`config.mk`:
```
export PLATFORM = sky130hd
export DESIGN_NAME = cv32e40x_fetch_queue
export DESIGN_NICKNAME = d
export VERILOG_FILES = /design/src/rtl/cv32e40x_fetch_queue.sv
export SDC_FILE = /design/constraint.sdc
export NUM_CORES = 1
export LEC_CHECK = 0
export ABC_AREA = 0
export BUFFER_PORTS_ARGS = -buffer_cell sky130_fd_sc_hd__buf_2
export CAP_MARGIN = 10
export CORE_MARGIN = 2
export CORE_UTILIZATION = 50
export CTS_BUF_LIST = sky130_fd_sc_hd__clkbuf_8
export DETAILED_ROUTE_END_ITERATION = 6
export HOLD_SLACK_MARGIN = 0.02
export PLACE_DENSITY = 0.78
export SLEW_MARGIN = 20
export SYNTH_ARGS = -nofsm -noshare
export SYNTH_HDL_FRONTEND = slang
export SYNTH_SLANG_ARGS = --single-unit
```
`constraint.sdc`:
```
create_clock -name clk -period 2.5 [get_ports clk]
set_clock_uncertainty 0.15 [all_clocks]
set_input_delay 0.375 -clock clk [delete_from_list [all_inputs] [get_ports clk]]
set_output_delay 0.375 -clock clk [all_outputs]
set_load 0.005 [all_outputs]
```
`src/rtl/cv32e40x_fetch_queue.sv`:
```
// Instruction prefetch queue: issues sequential word fetches, buffers returned words and
// discards responses belonging to a flushed stream. Optional perf counter: FETCH_QUEUE_PERF_EN.

module cv32e40x_fetch_queue_chk #(
    parameter int unsigned DEPTH = 2,
    parameter int unsigned CNT_W = 2
) (
    input logic             clk,
    input logic             rst_n,
    input logic             resp_valid,
    input logic [CNT_W-1:0] count,
    input logic [CNT_W-1:0] outstanding
);
    resp_into_full: assert property (@(posedge clk) disable iff (!rst_n)
        !(resp_valid && (count == CNT_W'(DEPTH))));

    occupancy_bound: assert property (@(posedge clk) disable iff (!rst_n)
        (({1'b0, count} + {1'b0, outstanding}) <= (CNT_W+1)'(DEPTH)));
endmodule

module cv32e40x_fetch_queue #(
    parameter int unsigned DEPTH           = 2,
    parameter int unsigned MAX_OUTSTANDING = 2,
    parameter int unsigned CNT_W           = $clog2(DEPTH + 1)
) (
    input  logic        clk,
    input  logic        rst_n,
    input  logic        fetch_en_i,
    input  logic        branch_i,
    input  logic [31:0] branch_addr_i,
    input  logic        kill_i,
    output logic        trans_valid_o,
    input  logic        trans_ready_i,
    output logic [31:0] trans_addr_o,
    input  logic        resp_valid_i,
    input  logic [31:0] resp_rdata_i,
    input  logic        resp_err_i,
    output logic        out_valid_o,
    input  logic        out_ready_i,
    output logic [31:0] out_rdata_o,
    output logic [31:0] out_addr_o,
    output logic        out_err_o,
    output logic        busy_o
`ifdef FETCH_QUEUE_PERF_EN
    ,
    output logic        perf_starve_o
`endif
);
    localparam int unsigned PW = (DEPTH > 1) ? $clog2(DEPTH) : 1;
    localparam int unsigned AW = (MAX_OUTSTANDING > 1) ? $clog2(MAX_OUTSTANDING) : 1;

    logic [31:0]       q_rdata_r [DEPTH];
    logic [31:0]       q_addr_r  [DEPTH];
    logic [DEPTH-1:0]  q_err_r;
    logic [PW-1:0]     rd_ptr_r;
    logic [PW-1:0]     wr_ptr_r;
    logic [CNT_W-1:0]  count_r;

    logic [31:0]       af_addr_r [MAX_OUTSTANDING];
    logic [AW-1:0]     af_rd_r;
    logic [AW-1:0]     af_wr_r;

    logic [CNT_W-1:0]  outstanding_r;
    logic [CNT_W-1:0]  discard_r;
    logic [31:0]       fetch_addr_r;
    logic              stopped_r;

    logic              flush_s;
    logic [31:0]       target_s;
    logic              credit_ok_s;
    logic              accept_s;
    logic              pop_s;
    logic              keep_s;
    logic              unused_addr_bits_s;

    function automatic logic [PW-1:0] q_next(input logic [PW-1:0] p);
        if (p == PW'(DEPTH - 1)) begin
            return {PW{1'b0}};
        end else begin
            return p + PW'(1);
        end
    endfunction

    function automatic logic [AW-1:0] af_next(input logic [AW-1:0] p);
        if (p == AW'(MAX_OUTSTANDING - 1)) begin
            return {AW{1'b0}};
        end else begin
            return p + AW'(1);
        end
    endfunction

    assign flush_s            = branch_i | kill_i;
    assign target_s           = {branch_addr_i[31:2], 2'b00};
    assign unused_addr_bits_s = ^branch_addr_i[1:0];

    // While branching the queue is being emptied, so only in-flight requests consume credit.
    always_comb begin
        credit_ok_s = 1'b0;
        if (branch_i) begin
            credit_ok_s = (outstanding_r < CNT_W'(DEPTH));
        end else begin
            credit_ok_s = (({1'b0, count_r} + {1'b0, outstanding_r}) < (CNT_W+1)'(DEPTH));
        end
    end

    assign trans_valid_o = fetch_en_i && !kill_i && (!stopped_r || branch_i) &&
                           (outstanding_r < CNT_W'(MAX_OUTSTANDING)) && credit_ok_s;
    assign trans_addr_o  = branch_i ? target_s : fetch_addr_r;
    assign accept_s      = trans_valid_o && trans_ready_i;

    assign out_valid_o = (count_r != {CNT_W{1'b0}});
    assign out_rdata_o = q_rdata_r[rd_ptr_r];
    assign out_addr_o  = q_addr_r[rd_ptr_r];
    assign out_err_o   = q_err_r[rd_ptr_r];
    assign busy_o      = (outstanding_r != {CNT_W{1'b0}}) || (discard_r != {CNT_W{1'b0}});

    assign pop_s  = out_valid_o && out_ready_i && !flush_s;
    assign keep_s = resp_valid_i && (discard_r == {CNT_W{1'b0}}) && !flush_s;

    // Word queue: storage, pointers and occupancy.
    always_ff @(posedge clk or negedge rst_n) begin
        if (!rst_n) begin
            for (int unsigned i = 0; i < DEPTH; i++) begin
                q_rdata_r[i] <= 32'h0000_0000;
                q_addr_r[i]  <= 32'h0000_0000;
            end
            q_err_r  <= {DEPTH{1'b0}};
            rd_ptr_r <= {PW{1'b0}};
            wr_ptr_r <= {PW{1'b0}};
            count_r  <= {CNT_W{1'b0}};
        end else begin
            if (keep_s) begin
                q_rdata_r[wr_ptr_r] <= resp_rdata_i;
                q_addr_r[wr_ptr_r]  <= af_addr_r[af_rd_r];
                q_err_r[wr_ptr_r]   <= resp_err_i;
            end
            if (flush_s) begin
                rd_ptr_r <= {PW{1'b0}};
                wr_ptr_r <= {PW{1'b0}};
                count_r  <= {CNT_W{1'b0}};
            end else begin
                if (keep_s) begin
                    wr_ptr_r <= q_next(wr_ptr_r);
                end
                if (pop_s) begin
                    rd_ptr_r <= q_next(rd_ptr_r);
                end
                case ({keep_s, pop_s})
                    2'b10:   count_r <= count_r + CNT_W'(1);
                    2'b01:   count_r <= count_r - CNT_W'(1);
                    default: count_r <= count_r;
                endcase
            end
        end
    end

    // Request address FIFO; only live-stream requests are tracked, so dropped responses never pop it.
    always_ff @(posedge clk or negedge rst_n) begin
        if (!rst_n) begin
            for (int unsigned i = 0; i < MAX_OUTSTANDING; i++) begin
                af_addr_r[i] <= 32'h0000_0000;
            end
            af_rd_r <= {AW{1'b0}};
            af_wr_r <= {AW{1'b0}};
        end else if (flush_s) begin
            af_rd_r <= {AW{1'b0}};
            if (accept_s) begin
                af_addr_r[0] <= trans_addr_o;
                af_wr_r      <= af_next({AW{1'b0}});
            end else begin
                af_wr_r <= {AW{1'b0}};
            end
        end else begin
            if (accept_s) begin
                af_addr_r[af_wr_r] <= trans_addr_o;
                af_wr_r            <= af_next(af_wr_r);
            end
            if (keep_s) begin
                af_rd_r <= af_next(af_rd_r);
            end
        end
    end

    // Bus bookkeeping, stale-response discard and fetch address sequencing.
    always_ff @(posedge clk or negedge rst_n) begin
        if (!rst_n) begin
            outstanding_r <= {CNT_W{1'b0}};
            discard_r     <= {CNT_W{1'b0}};
            fetch_addr_r  <= 32'h0000_0000;
            stopped_r     <= 1'b1;
        end else begin
            case ({accept_s, resp_valid_i})
                2'b10:   outstanding_r <= outstanding_r + CNT_W'(1);
                2'b01:   outstanding_r <= outstanding_r - CNT_W'(1);
                default: outstanding_r <= outstanding_r;
            endcase
            if (flush_s) begin
                discard_r <= outstanding_r - {{(CNT_W-1){1'b0}}, resp_valid_i};
            end else if (resp_valid_i && (discard_r != {CNT_W{1'b0}})) begin
                discard_r <= discard_r - CNT_W'(1);
            end else begin
                discard_r <= discard_r;
            end
            if (accept_s) begin
                fetch_addr_r <= trans_addr_o + 32'd4;
            end else if (branch_i) begin
                fetch_addr_r <= target_s;
            end else begin
                fetch_addr_r <= fetch_addr_r;
            end
            if (kill_i) begin
                stopped_r <= 1'b1;
            end else if (branch_i) begin
                stopped_r <= 1'b0;
            end else begin
                stopped_r <= stopped_r;
            end
        end
    end

`ifdef FETCH_QUEUE_PERF_EN
    logic [31:0] starve_cnt_q;

    assign perf_starve_o = out_ready_i && !out_valid_o && !branch_i;

    // Saturating count of cycles the consumer waited on an empty queue.
    always_ff @(posedge clk or negedge rst_n) begin
        if (!rst_n) begin
            starve_cnt_q <= 32'h0000_0000;
        end else if (perf_starve_o && (starve_cnt_q != 32'hFFFF_FFFF)) begin
            starve_cnt_q <= starve_cnt_q + 32'd1;
        end else begin
            starve_cnt_q <= starve_cnt_q;
        end
    end
`endif

    cv32e40x_fetch_queue_chk #(
        .DEPTH (DEPTH),
        .CNT_W (CNT_W)
    ) u_chk (
        .clk         (clk),
        .rst_n       (rst_n),
        .resp_valid  (resp_valid_i),
        .count       (count_r),
        .outstanding (outstanding_r)
    );
endmodule

```
==> results.md <==
- The run finished, with violations left.
- The final reports fail on negative setup slack.
- The total cell area at the placement stage is 12340 um2.
- The number of max-cap violations is 0.
- The proportion of synthesized chip area in sequential cells is 0.5512.
- For this run, design rule violations remaining after detail routing come to 0.
- The sum of overflow across all layers after global routing is 0.
- Entering global routing, the biggest net connects 98 pins.
- The total area inside the core boundary comes to 21090 um2.
- The number of routed nets with antenna violations is 0.
- Of the cells placed in the final design, the portion with a size suffix greater than 1 is 0.3849.
- The number of nets at the end of the flow is 1270.
- The wire length of the first global-routing pass is 40190 um.
- After the first detailed-routing iteration, the DRC count stood at 301.
- The part of the power in the clock network is 0.291.
- Setup repair after global routing could not meet its margin everywhere.
- The area growth from synthesis to layout is 28.33%.
- Cell internal power was estimated by the tool at 8.461 mW.
- The all-layer global routing usage is 0.2237.
- Synthesis produced a netlist whose cell count is 937.
- The H-tree was split into 2 levels.
- The worst pin sits at a relative slew slack of 0.6048.
- After detailed routing, the average wire length per cell comes to 16.80 um.
- The critical path is of the register to output port type.
- Before CTS, the worst setup slack after placement is -163.1 ps.
- After floorplanning, the core was divided into 53 placement rows.
- The worst setup path is launched from a register.
- In this run the power density over the cells is 871.1 nW/um2.
- The static leakage is 6.610 nW.
- The number of top-level pins is 173.
- The final-report max-slew violation count came to 0.
- For the worst-skew pair, the clock arrives at the later sink with an insertion delay of 530 ps.
- Of the total power, the share spent switching nets is 0.2967.
- The reg2reg setup slack is -210 ps.
- The sequential power share is 0.440.
- The ratio of final minimum period to clock period is 1.123.
- The die covers 22720 um2.
- For the worst flop-to-flop path, the logic depth is 10.
- The cell area after technology mapping is 10760 um2.
- For the pin with the worst max-slew slack, the measured transition is 586.6 ps.
- The library cell used most frequently in the layout, excluding fill and tap cells, is dfrtp_1.
- The clock slew at the register clock pins of the worst setup and hold paths is 60 ps.
- Setup violations remaining at the end of the flow were counted as 63.
- The net count after synthesis is 1015.
- The count of final hold-check violations is 0.
- Along the worst hold path, the cell count comes to 4.
- In the layout the commonest cells are 234 x dfrtp_1, 169 x buf_2, 128 x mux2_2.
- STA classifies the critical path endpoint as an output port.
- The number of antenna violations at the first check in global routing came to 2.
- The routed wire length is 25160 um.
- Across the VDD grid, the largest voltage drop is 0.5143 mV.
- The number of storage elements in the synthesis netlist is 237.
- The TritonCTS buffer count is 40.
- The number of different library cells used by synthesis comes to 52.
- The cell area after layout is 13810 um2.
- The share of total power dissipated in combinational logic is 0.269.
- In this run the horizontal extent of the chip is 150.7 um.
- The iteration count of the initial detailed-routing pass is 5.
- The total half-perimeter wirelength after legalization and detailed placement is 16450 um.
- The number of warnings reported in the yosys synthesis log is 0.
- The floorplan step set the die height to 150.7 um.
- The mean instance size in the synthesized netlist is 11.49 um2.
- For this run, the number of standard cells in the final layout without fillers is 1497.
- The detailed-route vias per instance is 5.212.
- The clock tree buffer depth is 3.
- Along the worst path, the maximum fanout reaches 2.
- Setup slack on the critical path of the routed design comes to -308.7 ps.
- TritonCTS built the clock tree.
- The initial utilization of the core area, before any placement, comes to 0.5104.
- The number of global-route vias before repair came to 8049.
- Clock tree synthesis selected as its root buffer the cell clkbuf_8.
- The via count is 7803.
- The required arrival time at the worst endpoint is 1980 ps.
- The clock period minus worst slack is 2809 ps.
- The number of input and output port buffers inserted is 170.
- The highest achievable clock rate is 356.0 MHz.
- At the end of routability-driven placement, the weighted congestion stood at 0.8609.
- The data arrival at the endpoint of the critical path is 2280 ps.
- The total clock sinks is 237.
- The post-placement cell count is 1385.
- The analysis attributes to net switching a power of 3.570 mW.
- The worst hold path belongs to the class primary input to register.
routing by layer:
metal	part of all wire	global-route usage
met1	0.43	0.2826
met2	0.49	0.3855
met3	0.063	0.05576
met4	0.018	0.05888
met5	0.00052	0
worst max-delay path, cell delays in order, from the launching register on:
cell and delay, ps:
dfrtp_1 370, and2_4 160, fa_1 440, or3_4 360, a2111oi_4 270, buf_2 160
sequential cells by signal, summed over array words and instances (netlist names):
name / flops
wr_ptr_r: 1
rd_ptr_r: 1
af_wr_r: 1
count_r: 2
fetch_addr_r: 32
stopped_r: 1
q_addr_r: 64
q_rdata_r: 64
discard_r: 2
af_addr_r: 64
outstanding_r: 2
af_rd_r: 1
q_err_r: 2
power by group through the flow:
stage / combinational [mW] / clock (mW) / sequential [mW]
6_report: 3.24 / 3.50 / 5.29
5_1_grt: 3.63 / 3.79 / 5.40
4_1_cts: 3.25 / 3.58 / 5.29
3_5_place_dp: 3.12 / 0 / 5.35
3_3_place_gp: 3.03 / 0 / 5.28
2_1_floorplan: 1.91 / 0 / 5.21
final timing paths:
path                                    endpoint              from
worst max-delay path               trans_valid_o  outstanding_r[0]
worst min-delay path                    rd_ptr_r       out_ready_i
worst max register to register  fetch_addr_r[11]  outstanding_r[0]
worst min register to register       q_addr_r[6]       q_addr_r[6]
max in group asynchronous          q_rdata_r[35]             rst_n
min in group asynchronous          q_rdata_r[20]             rst_n
stage by stage:
| step | setup TNS (ps) | util | power [mW] | hold slack (ps) |
|---|---|---|---|---|
| floorplan | -262.6 | - | 7.117 | -70.59 |
| global placement | -156.4 | 0.5850 | 8.309 | 194.8 |
| detailed placement | -552.8 | 0.5850 | 8.467 | 196.2 |
| CTS | -10780 | 0.6499 | 12.11 | 34.82 |
| global route | -14210 | 0.6549 | 12.82 | 49.06 |
| finish | -5384 | 0.6550 | 12.03 | 58.33 |
kinds of logic after synthesis:
| group | synth area share |
|---|---|
| DFF | 0.5512 |
| and+or+nand+nor | 0.1030 |
| muxes | 0.1947 |
| AOI/OAI and AO/OA | 0.07859 |
| buffers and inverters | 0.03592 |
| xor gates and xnor gates | 0.03011 |
| adders and majority gates | 0.006510 |
final cells by class:
type | count | area, um2
clock inverters | 23 | 158.9
fillers | 1528 | 7276
clock buffers | 48 | 660.6
flip-flops and latches | 237 | 5937
repair buffers | 265 | 1848
inverters | 39 | 146.4
multi-input cells | 609 | 4715
diodes | 1 | 2.502
well taps | 275 | 344.1
timing repair:
action | CTS | global route
hold endpoints to repair | 123 | 0
buffers inserted | 4 | 1
hold buffers | 35 | 0
pin swaps | 15 | 10
endpoints found under the setup margin | 56 | 96
resized for setup | 28 | 17
synthesized netlist by cell type (all sizes together):
library cell | n | area share
or3 | 1 | 0.0010
dfrtp | 236 | 0.55
nor2b | 1 | 0.00058
fa | 1 | 0.0019
nor4b | 2 | 0.0028
ha | 4 | 0.0047
nand3 | 14 | 0.0081
mux2i | 62 | 0.058
nand4 | 5 | 0.0043
nor3b | 2 | 0.0014
and3 | 2 | 0.0012
dfstp | 1 | 0.0024
a32o | 1 | 0.00093
or2 | 2 | 0.0012
a211oi | 4 | 0.0051
nor4 | 9 | 0.010
a2111oi | 2 | 0.0034
nand2b | 1 | 0.00058
nand2 | 119 | 0.042
nand4b | 2 | 0.0030
inv | 39 | 0.014
nor3 | 8 | 0.0042
xor2 | 5 | 0.0041
buf | 15 | 0.0094
mux2 | 131 | 0.14
nor2 | 50 | 0.017
a21o | 1 | 0.00070
and2 | 2 | 0.0012
o21ai | 100 | 0.048
a22oi | 1 | 0.0012
a21oi | 40 | 0.019
a31oi | 2 | 0.0012
xnor2 | 32 | 0.026
nand3b | 2 | 0.0026
clkbuf | 37 | 0.013
nand4bb | 1 | 0.0010
Note: power is estimated with default switching activity, not from simulation.
